$ cat src/rtl/csr_responder_pkg.sv
// Shared types and constants for the machine-mode CSR responder.
package csr_responder_pkg;

    // VSETVL, VSETVLMAX and VLEFF all arrive as CSR_CMD_VCFG; none is owned here.
    typedef enum logic [2:0] {
        CSR_CMD_NOPE  = 3'd0,
        CSR_CMD_READ  = 3'd1,
        CSR_CMD_WRITE = 3'd2,
        CSR_CMD_RW    = 3'd3,
        CSR_CMD_SET   = 3'd4,
        CSR_CMD_CLEAR = 3'd5,
        CSR_CMD_SYS   = 3'd6,
        CSR_CMD_VCFG  = 3'd7
    } csr_cmd_t;

    typedef enum logic {RUN = 1'b0, WFI = 1'b1} csr_resp_state_t;

    typedef struct packed {
        logic        valid;
        logic [63:0] rdata;
        logic        xcpt;
        logic        eret;
        logic [63:0] evec;
        logic [63:0] cause;
    } csr_resp_t;

    localparam logic [11:0] CSR_FFLAGS   = 12'h001;
    localparam logic [11:0] CSR_FRM      = 12'h002;
    localparam logic [11:0] CSR_FCSR     = 12'h003;
    localparam logic [11:0] CSR_VXSAT    = 12'h009;
    localparam logic [11:0] CSR_MSTATUS  = 12'h300;
    localparam logic [11:0] CSR_MTVEC    = 12'h305;
    localparam logic [11:0] CSR_MSCRATCH = 12'h340;
    localparam logic [11:0] CSR_MEPC     = 12'h341;
    localparam logic [11:0] CSR_MCAUSE   = 12'h342;
    localparam logic [11:0] CSR_MCYCLE   = 12'hB00;
    localparam logic [11:0] CSR_MINSTRET = 12'hB02;
    localparam logic [11:0] CSR_CYCLE    = 12'hC00;
    localparam logic [11:0] CSR_INSTRET  = 12'hC02;

    localparam logic [11:0] SYS_ECALL  = 12'h000;
    localparam logic [11:0] SYS_EBREAK = 12'h001;
    localparam logic [11:0] SYS_MRET   = 12'h302;
    localparam logic [11:0] SYS_WFI    = 12'h105;

    localparam logic [63:0] CAUSE_ILLEGAL = 64'd2;
    localparam logic [63:0] CAUSE_BREAK   = 64'd3;
    localparam logic [63:0] CAUSE_ECALL_M = 64'd11;

    function automatic logic [1:0] popcount2(input logic [1:0] m);
        return {1'b0, m[0]} + {1'b0, m[1]};
    endfunction

endpackage

$ cat src/rtl/csr_responder_counter.sv
// Free-running counter with a 0..2 increment and a write port that wins over it.
module csr_counter #(
    parameter int CNT_W = 64
) (
    input  logic             clk_i,
    input  logic             rst_i,
    input  logic [1:0]       inc_i,
    input  logic             we_i,
    input  logic [CNT_W-1:0] wdata_i,
    output logic [CNT_W-1:0] value_o
);

    // Write overrides the increment in the same cycle; wraps naturally.
    always_ff @(posedge clk_i or posedge rst_i) begin
        if (rst_i)     value_o <= '0;
        else if (we_i) value_o <= wdata_i;
        else           value_o <= value_o + CNT_W'(inc_i);
    end

endmodule

$ cat src/rtl/csr_responder.sv
// Machine-mode CSR responder: executes CSR ops, SYS ops and trap entry at commit.
module csr_responder
    import csr_responder_pkg::*;
#(
    parameter logic [63:0] MTVEC_RESET = 64'h100,
    parameter int          CNT_W       = 64
) (
    input  logic        clk_i,
    input  logic        rst_i,
    input  logic [2:0]  csr_rw_cmd_i,
    input  logic [11:0] csr_rw_addr_i,
    input  logic [63:0] csr_rw_data_i,
    input  logic [1:0]  csr_retire_i,
    input  logic        csr_exception_i,
    input  logic [63:0] csr_xcpt_cause_i,
    input  logic [63:0] csr_pc_i,
    input  logic [4:0]  fp_status_i,
    input  logic        freg_modified_i,
    input  logic        csr_vxsat_i,
    input  logic        irq_i,
    output logic        resp_valid_o,
    output logic [63:0] resp_rdata_o,
    output logic        resp_xcpt_o,
    output logic        resp_eret_o,
    output logic [63:0] resp_evec_o,
    output logic [63:0] resp_cause_o,
    output logic        stall_o,
    output logic        irq_pending_o,
    output logic [2:0]  frm_o,
    output logic [1:0]  fs_o
);

    csr_resp_state_t state;
    csr_resp_t       resp;
    logic            stall, irq_pending;

    logic [63:0] mtvec, mscratch, mepc, mcause;
    logic        mie, mpie, vxsat;
    logic [1:0]  fs;
    logic [4:0]  fflags;
    logic [2:0]  frm;
    logic [CNT_W-1:0] mcycle, minstret;

    csr_cmd_t    cmd;
    logic        run, mapped, is_csr, is_wr, is_sys, illegal, trap;
    logic        sys_ecall, sys_ebreak, sys_mret, sys_wfi, mret_go, wfi_go, do_wr;
    logic        we_mstatus, we_mtvec, we_mscratch, we_mepc, we_mcause;
    logic        we_fflags, we_frm, we_fcsr, we_vxsat, we_mcycle, we_minstret, fp_dirty;
    logic [63:0] old, wval, cause, mstatus;
    logic [4:0]  fflags_next;
    logic [2:0]  frm_next;
    logic [1:0]  ret_inc;

    assign cmd     = csr_cmd_t'(csr_rw_cmd_i);
    assign run     = (state == RUN);
    assign mstatus = {49'd0, fs, 5'd0, mpie, 3'd0, mie, 3'd0};

    // Read mux: old value of the addressed CSR and whether the address exists.
    always_comb begin
        mapped = 1'b1;
        old    = '0;
        case (csr_rw_addr_i)
            CSR_FFLAGS:               old = {59'd0, fflags};
            CSR_FRM:                  old = {61'd0, frm};
            CSR_FCSR:                 old = {56'd0, frm, fflags};
            CSR_VXSAT:                old = {63'd0, vxsat};
            CSR_MSTATUS:              old = mstatus;
            CSR_MTVEC:                old = mtvec;
            CSR_MSCRATCH:             old = mscratch;
            CSR_MEPC:                 old = mepc;
            CSR_MCAUSE:               old = mcause;
            CSR_MCYCLE, CSR_CYCLE:    old = 64'(mcycle);
            CSR_MINSTRET, CSR_INSTRET: old = 64'(minstret);
            default:                  mapped = 1'b0;
        endcase
    end

    // Command decode, trap detection and write-value formation.
    always_comb begin
        is_csr     = cmd inside {CSR_CMD_READ, CSR_CMD_WRITE, CSR_CMD_RW, CSR_CMD_SET, CSR_CMD_CLEAR};
        is_wr      = cmd inside {CSR_CMD_WRITE, CSR_CMD_RW, CSR_CMD_SET, CSR_CMD_CLEAR};
        is_sys     = (cmd == CSR_CMD_SYS);
        sys_ecall  = is_sys && (csr_rw_addr_i == SYS_ECALL);
        sys_ebreak = is_sys && (csr_rw_addr_i == SYS_EBREAK);
        sys_mret   = is_sys && (csr_rw_addr_i == SYS_MRET);
        sys_wfi    = is_sys && (csr_rw_addr_i == SYS_WFI);
        illegal    = (is_csr && (!mapped || (is_wr && csr_rw_addr_i[11:10] == 2'b11)))
                   || (cmd == CSR_CMD_VCFG)
                   || (is_sys && !(sys_ecall || sys_ebreak || sys_mret || sys_wfi));
        // A commit exception takes priority and silences whatever rode with it.
        trap       = csr_exception_i || illegal || sys_ecall || sys_ebreak;
        if (csr_exception_i) cause = csr_xcpt_cause_i;
        else if (illegal)    cause = CAUSE_ILLEGAL;
        else if (sys_ecall)  cause = CAUSE_ECALL_M;
        else                 cause = CAUSE_BREAK;
        mret_go = run && sys_mret && !csr_exception_i;
        wfi_go  = run && sys_wfi && !csr_exception_i;
        do_wr   = run && is_wr && !trap;
        case (cmd)
            CSR_CMD_SET:   wval = old | csr_rw_data_i;
            CSR_CMD_CLEAR: wval = old & ~csr_rw_data_i;
            default:       wval = csr_rw_data_i;
        endcase
        we_mstatus  = do_wr && (csr_rw_addr_i == CSR_MSTATUS);
        we_mtvec    = do_wr && (csr_rw_addr_i == CSR_MTVEC);
        we_mscratch = do_wr && (csr_rw_addr_i == CSR_MSCRATCH);
        we_mepc     = do_wr && (csr_rw_addr_i == CSR_MEPC);
        we_mcause   = do_wr && (csr_rw_addr_i == CSR_MCAUSE);
        we_fflags   = do_wr && (csr_rw_addr_i == CSR_FFLAGS);
        we_frm      = do_wr && (csr_rw_addr_i == CSR_FRM);
        we_fcsr     = do_wr && (csr_rw_addr_i == CSR_FCSR);
        we_vxsat    = do_wr && (csr_rw_addr_i == CSR_VXSAT);
        we_mcycle   = do_wr && (csr_rw_addr_i == CSR_MCYCLE);
        we_minstret = do_wr && (csr_rw_addr_i == CSR_MINSTRET);
        // Retiring FP flags accumulate on top of any same-cycle software write.
        fflags_next = (we_fflags || we_fcsr) ? wval[4:0] : fflags;
        if (csr_retire_i != 2'b00) fflags_next = fflags_next | fp_status_i;
        frm_next    = we_frm ? wval[2:0] : (we_fcsr ? wval[7:5] : frm);
        fp_dirty    = freg_modified_i || (fp_status_i != 5'd0) || we_fflags || we_frm || we_fcsr;
        ret_inc     = (run && !csr_exception_i) ? popcount2(csr_retire_i) : 2'd0;
    end

    // Architectural CSR state; frozen while waiting for an interrupt.
    always_ff @(posedge clk_i or posedge rst_i) begin
        if (rst_i) begin
            mtvec <= MTVEC_RESET; mscratch <= '0; mepc <= '0; mcause <= '0;
            mie <= 1'b0; mpie <= 1'b0; fs <= 2'b00;
            fflags <= '0; frm <= '0; vxsat <= 1'b0; irq_pending <= 1'b0;
        end else begin
            irq_pending <= irq_i && mie;
            if (run) begin
                if (we_mscratch) mscratch <= wval;
                if (we_mtvec)    mtvec    <= {wval[63:2], 2'b00};
                if (we_mepc)     mepc     <= {wval[63:1], 1'b0};
                if (we_mcause)   mcause   <= wval;
                if (we_mstatus) begin
                    mie <= wval[3]; mpie <= wval[7]; fs <= wval[14:13];
                end
                if (fp_dirty) fs <= 2'b11;
                if (trap) begin
                    mepc <= {csr_pc_i[63:1], 1'b0}; mcause <= cause;
                    mpie <= mie; mie <= 1'b0;
                end else if (mret_go) begin
                    mie <= mpie; mpie <= 1'b1;
                end
                fflags <= fflags_next;
                frm    <= frm_next;
                if (csr_vxsat_i)   vxsat <= 1'b1;
                else if (we_vxsat) vxsat <= wval[0];
            end
        end
    end

    // RUN/WFI sequencer with the registered commit response.
    always_ff @(posedge clk_i or posedge rst_i) begin
        if (rst_i) begin
            state <= RUN; stall <= 1'b0; resp <= '0;
        end else begin
            resp <= '0;
            case (state)
                RUN: if (cmd != CSR_CMD_NOPE || csr_exception_i) begin
                    resp.valid <= 1'b1;
                    resp.rdata <= (is_csr && !trap) ? old : 64'd0;
                    resp.xcpt  <= trap;
                    resp.eret  <= mret_go;
                    resp.evec  <= trap ? mtvec : (mret_go ? mepc : 64'd0);
                    resp.cause <= trap ? cause : 64'd0;
                    if (wfi_go) begin state <= WFI; stall <= 1'b1; end
                end
                WFI: if (irq_i) begin state <= RUN; stall <= 1'b0; end
                default: begin state <= RUN; stall <= 1'b0; end
            endcase
        end
    end

    csr_counter #(.CNT_W(CNT_W)) u_mcycle (
        .clk_i(clk_i), .rst_i(rst_i), .inc_i(2'd1),
        .we_i(we_mcycle), .wdata_i(wval[CNT_W-1:0]), .value_o(mcycle)
    );

    csr_counter #(.CNT_W(CNT_W)) u_minstret (
        .clk_i(clk_i), .rst_i(rst_i), .inc_i(ret_inc),
        .we_i(we_minstret), .wdata_i(wval[CNT_W-1:0]), .value_o(minstret)
    );

    assign resp_valid_o  = resp.valid;
    assign resp_rdata_o  = resp.rdata;
    assign resp_xcpt_o   = resp.xcpt;
    assign resp_eret_o   = resp.eret;
    assign resp_evec_o   = resp.evec;
    assign resp_cause_o  = resp.cause;
    assign stall_o       = stall;
    assign irq_pending_o = irq_pending;
    assign frm_o         = frm;
    assign fs_o          = fs;

endmodule

$ cat config.mk
export PLATFORM = sky130hd
export DESIGN_NAME = csr_responder
export DESIGN_NICKNAME = d
export VERILOG_FILES = /design/src/rtl/csr_responder_pkg.sv /design/src/rtl/csr_responder_counter.sv /design/src/rtl/csr_responder.sv
export SDC_FILE = /design/constraint.sdc
export NUM_CORES = 2
export LEC_CHECK = 0
export BUFFER_PORTS_ARGS = -buffer_cell sky130_fd_sc_hd__buf_2
export CAP_MARGIN = 20
export CORE_ASPECT_RATIO = 1.5
export CORE_MARGIN = 2
export CORE_UTILIZATION = 48
export CTS_CLUSTER_SIZE = 20
export DETAILED_ROUTE_END_ITERATION = 8
export GPL_TIMING_DRIVEN = 0
export PLACE_DENSITY = 0.75
export SLEW_MARGIN = 20
export SYNTH_ARGS = -nofsm -noshare
export SYNTH_HDL_FRONTEND = slang
export SYNTH_SLANG_ARGS = --single-unit
$ cat constraint.sdc
create_clock -name clk_i -period 24.1 [get_ports clk_i]
set_input_delay 2.41 -clock clk_i [delete_from_list [all_inputs] [get_ports clk_i]]
set_output_delay 2.41 -clock clk_i [all_outputs]
set_load 0.01 [all_outputs]
# --- Word-level counts from Yosys, hierarchy flattened ---
# Index checks and enable logic that the tools add are counted.
op_classes:
  n_eq_ne: 26
  bitwise: 5
  reduce_logical: 70
  addsub: 3
  mux: 41
ops:
  columns: ["op", "n"]
  rows:
  - ["64-bit two-way mux", 11]
  - ["64-bit case mux with 11 select lines", 1]
  - ["195-bit two-way mux", 2]
  - ["64-bit case mux with 2 select lines", 1]
  - ["12-bit by 10-bit equality test with 1-bit output, second input constant", 6]
  - ["64-bit by 1-bit adder with 64-bit output, second input constant", 1]
  - ["64-bit by 2-bit adder with 64-bit output", 1]
  - ["64-bit bitwise AND", 1]
  - ["64-bit inverter", 1]
  - ["64-bit OR", 1]
  - ["12-bit equality test, second input constant", 4]
  - ["1-bit logical AND", 27]
  - ["12-bit by 2-bit equality test with 1-bit output, second input constant", 2]
  - ["2-bit AND reduction", 8]
  - ["1-bit logical OR", 15]
  - ["1-bit two-way mux", 15]
  - ["13-bit OR reduction", 1]
  - ["12-bit by 1-bit equality test with 1-bit output, second input constant", 1]
  - ["12-bit by 4-bit equality test with 1-bit output, second input constant", 1]
  - ["12-bit by 9-bit equality test with 1-bit output, second input constant", 1]
  - ["3-bit equality test, second input constant", 4]
  - ["12-bit logical NOT", 1]
  - ["2-bit nonzero test", 6]
  - ["5-bit two-way mux", 2]
  - ["18 further kinds", 31]
totals:
  reg_bits: 593
  inputBits: 220

# --- Depth between registers and ports, before layout ---
logic_depth:
  word_depth: 19
  ltp_mapped: 14

# --- Modules after synthesis ---
# From an unflattened synthesis, not the netlist that was laid out.
unflattened:
  cells_unflattened: 2953
  area_unflattened_um2: 29390.7
by_module_without_submodules:
  columns: ["module", "n_inst", "area_per_inst_um2", "seq_area_each_um2", "cells_per_inst"]
  rows:
  - ["csr_responder", 1, 21677.0, 11587.4, 2055]
  - ["csr_counter (u_mcycle)", 1, 3866.2, 1601.5, 449]
  - ["csr_counter (u_minstret)", 1, 3847.4, 1601.5, 449]

# --- Least setup slack after synthesis ---
# Ideal clock, no wire load.
synth_path:
  path_kind: "input -> register"
  startpoint: "input csr_retire_i[0]"
  endpoint: "register u_minstret.value_o[42]"
  slack_ps: 18886
  stages: 14
  required_time_ps: 23969
  t_arrival_ps: 5083
  path_cell_list: "inv_1 > ha_1 > and2_1 > ha_1 > inv_1 > fa_1 > and3b_1 > nand4_1 > or3_1 > or3_1 > clkbuf_1 > nor2_1 > xnor2_1 > mux2i_1"
synth_via:
  elab_chain_len: 4
synth_lines:
  columns: ["element", "line_no", "text"]
  rows:
  - ["from (decl)", "csr_responder.sv:13", "input logic [1:0] csr_retire_i,"]
  - ["1-bit by 1-bit adder with 2-bit output", "csr_responder_pkg.sv:51", "return {1'b0, m[0]} + {1'b0, m[1]};"]
  - ["2-bit two-way mux", "csr_responder.sv:120", "ret_inc = (run && !csr_exception_i) ? popcount2(csr_retire_i) : 2'd0;"]
  - ["64-bit by 2-bit adder with 64-bit output", "csr_responder_counter.sv:17", "else value_o <= value_o + CNT_W'(inc_i);"]
  - ["64-bit two-way mux", "csr_responder_counter.sv:16", "else if (we_i) value_o <= wdata_i;"]
  - ["to (signal assigned)", "csr_responder_counter.sv:16", null]
  - ["to (signal assigned)", "csr_responder_counter.sv:17", null]
  - ["to (decl)", "csr_responder_counter.sv:10", "output logic [CNT_W-1:0] value_o"]
# Every way passes these cells.
# A chain may end at the register's enable or synchronous reset.

# --- Final worst setup path ---
layout_path:
  startpoint: "input csr_rw_addr_i[0]"
  endpoint: "register mepc[19]"
layout_via:
  elab_chain_len: 16
  elab_cells_between_ends: 48
layout_lines:
  columns: ["element", "line_no", "text"]
  rows:
  - ["from (decl)", "csr_responder.sv:11", "input logic [11:0] csr_rw_addr_i,"]
  - ["12-bit by 1-bit equality test with 1-bit output (tied with other cells)", "csr_responder.sv:62, csr_responder.sv:84", null]
  - ["13-bit OR reduction (no source line) (tied with other cells)", null, null]
  - ["1-bit two-way mux / 1-bit logical OR (equally long branches)", "csr_responder.sv:62, csr_responder.sv:89", null]
  - ["1-bit logical NOT / 1-bit logical OR (equally long branches)", "csr_responder.sv:87, csr_responder.sv:89", null]
  - ["1-bit logical OR, on equally long branches", "csr_responder.sv:87, csr_responder.sv:89", null]
  - ["1-bit logical AND / 1-bit logical NOT (equally long branches)", "csr_responder.sv:87, csr_responder.sv:89", null]
  - ["1-bit logical OR / 1-bit logical AND (equally long branches)", "csr_responder.sv:88, csr_responder.sv:89", null]
  - ["1-bit logical OR", "csr_responder.sv:89", "|| (is_sys && !(sys_ecall || sys_ebreak || sys_mret || sys_wfi));"]
  - ["1-bit logical OR (3 in series)", "csr_responder.sv:91", "trap = csr_exception_i || illegal || sys_ecall || sys_ebreak;"]
  - ["1-bit logical NOT", "csr_responder.sv:98", "do_wr = run && is_wr && !trap;"]
  - ["1-bit logical AND", "csr_responder.sv:98", null]
  - ["1-bit logical AND", "csr_responder.sv:107", "we_mepc = do_wr && (csr_rw_addr_i == CSR_MEPC);"]
  - ["2-bit nonzero test (no source line)", null, null]
  - ["2-bit AND reduction (no source line)", null, null]
  - ["to (signal assigned)", "csr_responder.sv:134", "if (we_mepc) mepc <= {wval[63:1], 1'b0};"]
  - ["to (signal assigned)", "csr_responder.sv:141", "mepc <= {csr_pc_i[63:1], 1'b0}; mcause <= cause;"]
  - ["to (decl)", "csr_responder.sv:37", "logic [63:0] mtvec, mscratch, mepc, mcause;"]
# Parallel ways exist; a longest one is shown, timed or not. The select of a mux whose other input is x is not followed.

==> out/metrics.cfg <==
[run_status]
run_status=complete, no violations

[detailed_routing]
dr_wl_met3_um=10540
met1Wirelength_um=40500
drc=0
via_per_inst=6.426
wl_um=114100
drt_iter0_drc=2796
ant_nets=0
first_pass_iters=6
vias=26100
routed.top_layer=met5
routed-wl-met2_um=54280
wl_per_cell_um=28.10

[floorplanning]
initial_core_util_pct=48.40
rows=109
core_um2=58780
die_w_um=202.8
die-height_um=302.2
ios=422
die_area_um2=61270

[grt]
grt_max_degree=105
grt_pass1_vias=26200
grt-ovfl-total=0
grt_first_pass_wirelength_um=166900
antenna_found_initial=16
grt_usage_pct=36.86

[timing]
rsz0062_at_grt=false
hold_viol=0
post-route-period-util_pct=29.44
fmax_mhz=140.9
slew_headroom_pct=14.44
fin_setup_tns_ns=0
fin_worst_skew_ns=0.02236
setup_viol=0
hold_ws_ns=0.4966
finalCriticalPeriod_ns=7.095
worst_slew_pin_slew_ns=1.272
slew_violations=0

[placed_design]
place.gp.congestion=1.052
io_buffer_count=418
dpl.hpwl_um=83910
placedCellCount=3935

[clock_tree]
cts_tree=done
cts-root-buf=clkbuf_16
cts_hold_buf=0
cts_buffers=57
htreeDepth=2
clkTransAtPathRegs_ns=0.07
postCtsSetupRepairBufs=0
clk_latency_ns=0.64
cts_resized=0
cts.path.max_buffers=3
clock-sinks=591

[critical_path]
required_ns=24.54
arrival_ns=7.54
cp-end-kind=flip-flop
critPathKind=in2reg
path_buf_inv=5
crit_fanout=10
critPathMaxStageDelay_ns=0.95
slowest_stage=nor3_1
path_cells=buf_2, buf_2, nor4bb_1, and3_1, clkbuf_1, nor4_1, nand3_1, nand4_1, nor3_1, buf_2, buf_1, a221oi_1
start_kind=primary input
crit_top_cell=buf_2
cpLargestDelayFamily=simple AND/OR/NAND/NOR gates

[finish]
final_nets=3445
synthToLayoutAreaGrowth_pct=18.75
fillers=5186
fin_util_pct=57.47
drive_above_1_share_pct=21.37
fin_cells=4061

[pwr]
power_frac_seq_pct=48.0
power_density_nw_per_um2=66.66
swShare_pct=27.05
leakage_nw=15.98
power_mw=2.252
worst_ir_drop_vdd_mv=0.05539
power_frac_clock_pct=42.3
p_int_mw=1.643
p_sw_mw=0.6092
combPwrFrac_pct=9.7

[logic_synthesis]
ys_types=74
yosys_warnings=0
syn_area_um2=28450
yosys.area.top_type=dfrtp_1
ys_seq_elements=591
synth-edff-count=0
synth_top_cell_area_share_pct=51.90
syn-mean-instance-area_um2=10.42
synth_ff_type=dfrtp_1
seq_area_frac_synth_pct=51.99
async_reset_ff_share_pct=100.0
syn-instance-count=2731
ys_top_cells_by_area=dfrtp_1 52%, a22oi_1 6.1%, mux2i_1 4.2%, nor2_1 3.3%, mux2_2 3.1%
syn_nets=2957

[run]
maxCapViolCount=0

[hold_path]
hp-class=reg2reg

worst reg2reg max path: cells and delay by family (launching register included):
family                     cells  cell delay [ns]
adders and majority gates      2             0.67
DFF                            1             0.39
muxes                          1             0.09
xor gates and xnor gates       1             0.16
and+or+nand+nor                7             2.65
buffers and inverters          1             0.08
per-layer routing:
| metal | track usage (%) | up-vias |
|---|---|---|
| li1 | - | 11040 |
| met1 | 43.10 | 12920 |
| met2 | 60.94 | 1675 |
| met3 | 8.274 | 458 |
| met4 | 24.66 | 8 |
| met5 | 0 | - |
sequential cells by signal (all words and copies together) (netlist names), 2 cells and up:
signal and cells:
resp_rdata_o 64, u_minstret.value_o 64, resp_cause_o 64, frm_o 3, fflags 5, mcause 64
u_mcycle.value_o 64, resp_evec_o 63, fs_o 2, mscratch 64, mtvec 62, mepc 63
synthesized netlist by cell type (all sizes together), types with 69 or more instances:
cell type,count
a21oi,82
a22oi,231
and2,69
and3,83
buf,72
clkbuf,124
dfrtp,590
inv,93
mux2,79
mux2i,119
nand2,133
nor2,250
o21ai,143
xnor2,82
area by class of cell:
class	instances	area, um^2	share of cell area (%)
clock inverters	32	307.8	0.9111
diodes	17	42.54	0.1259
plain buffers	196	808.3	2.393
repair buffers	429	2296	6.796
multi-input cells	1851	12550	37.16
flip-flops and latches	591	14790	43.78
inverters	93	356.6	1.056
clock buffers	75	1657	4.904
well taps	777	972.2	2.878
power groups by stage:
stage          combinational [mW]  clock [mW]  sequential, mW
2_1_floorplan               0.122           0            1.09
4_1_cts                     0.215       0.957            1.08
6_report                    0.219       0.952            1.08
5_1_grt                     0.236       0.994            1.09
3_5_place_dp                0.214           0            1.10
3_3_place_gp                0.205           0            1.10
cells in the final DEF, fill, tap and decap left out, drive strengths merged, types with 5 or more instances in the layout:
cell type	count
nand4	43
a31oi	6
and3	83
a211oi	6
o31a	59
nand3	65
nand2b	6
nor4bb	5
mux2	79
a2bb2oi	5
or4	6
o21ai	143
clkinvlp	9
or2	5
and4	13
o2111ai	5
nand2	133
and2	69
o31ai	65
clkbuf	199
xor2	43
buf	501
dfrtp	590
clkinv	16
a21oi	82
nor3	39
nor4b	5
or3	8
o211ai	7
nor2	250
a22oi	231
mux2i	119
xnor2	82
ha	5
inv	96
nor4	21
a22o	63
a221oi	59
diode	17
stage by stage:
stage | setup slack [ns] | cell area (um^2)
floorplan | 5.152 | 28450
global placement | -1.599 | 31510
detailed placement | 16.65 | 31750
CTS | 17.27 | 33710
global route | 17.12 | 33760
finish | 17.00 | 33780
worst paths after layout:
check                                       from                                to  slack [ns]  cells after the start
max in group asynchronous                  rst_i              mtvec[8]$_DFFE_PP1P_       20.52                      5
hold / removal             mcause[0]$_DFFE_PP0P_             mcause[0]$_DFFE_PP0P_        0.50                      2
setup reg to reg                 state$_DFF_PP0_  u_minstret.value_o[60]$_DFF_PP0_       19.92                     12
hold reg to reg            mcause[0]$_DFFE_PP0P_             mcause[0]$_DFFE_PP0P_        0.50                      2
setup / recovery                csr_rw_addr_i[0]              mepc[19]$_DFFE_PP0P_       17.00                     12
min in group asynchronous                  rst_i         resp_evec_o[39]$_DFF_PP0_        1.78                      2
kinds of logic after synthesis:
| kind of cell | Yosys count | share of synthesized area, % |
|---|---|---|
| muxes | 198 | 7.314 |
| other | 1 | 0.01318 |
| and+or+nand+nor | 771 | 13.61 |
| xor gates and xnor gates | 125 | 3.849 |
| DFF | 591 | 51.99 |
| buffers and inverters | 289 | 4.064 |
| AOI/OAI and AO/OA | 750 | 18.86 |
| adders and majority gates | 6 | 0.2903 |
No activity file was read; power rests on OpenSTA's default activity.
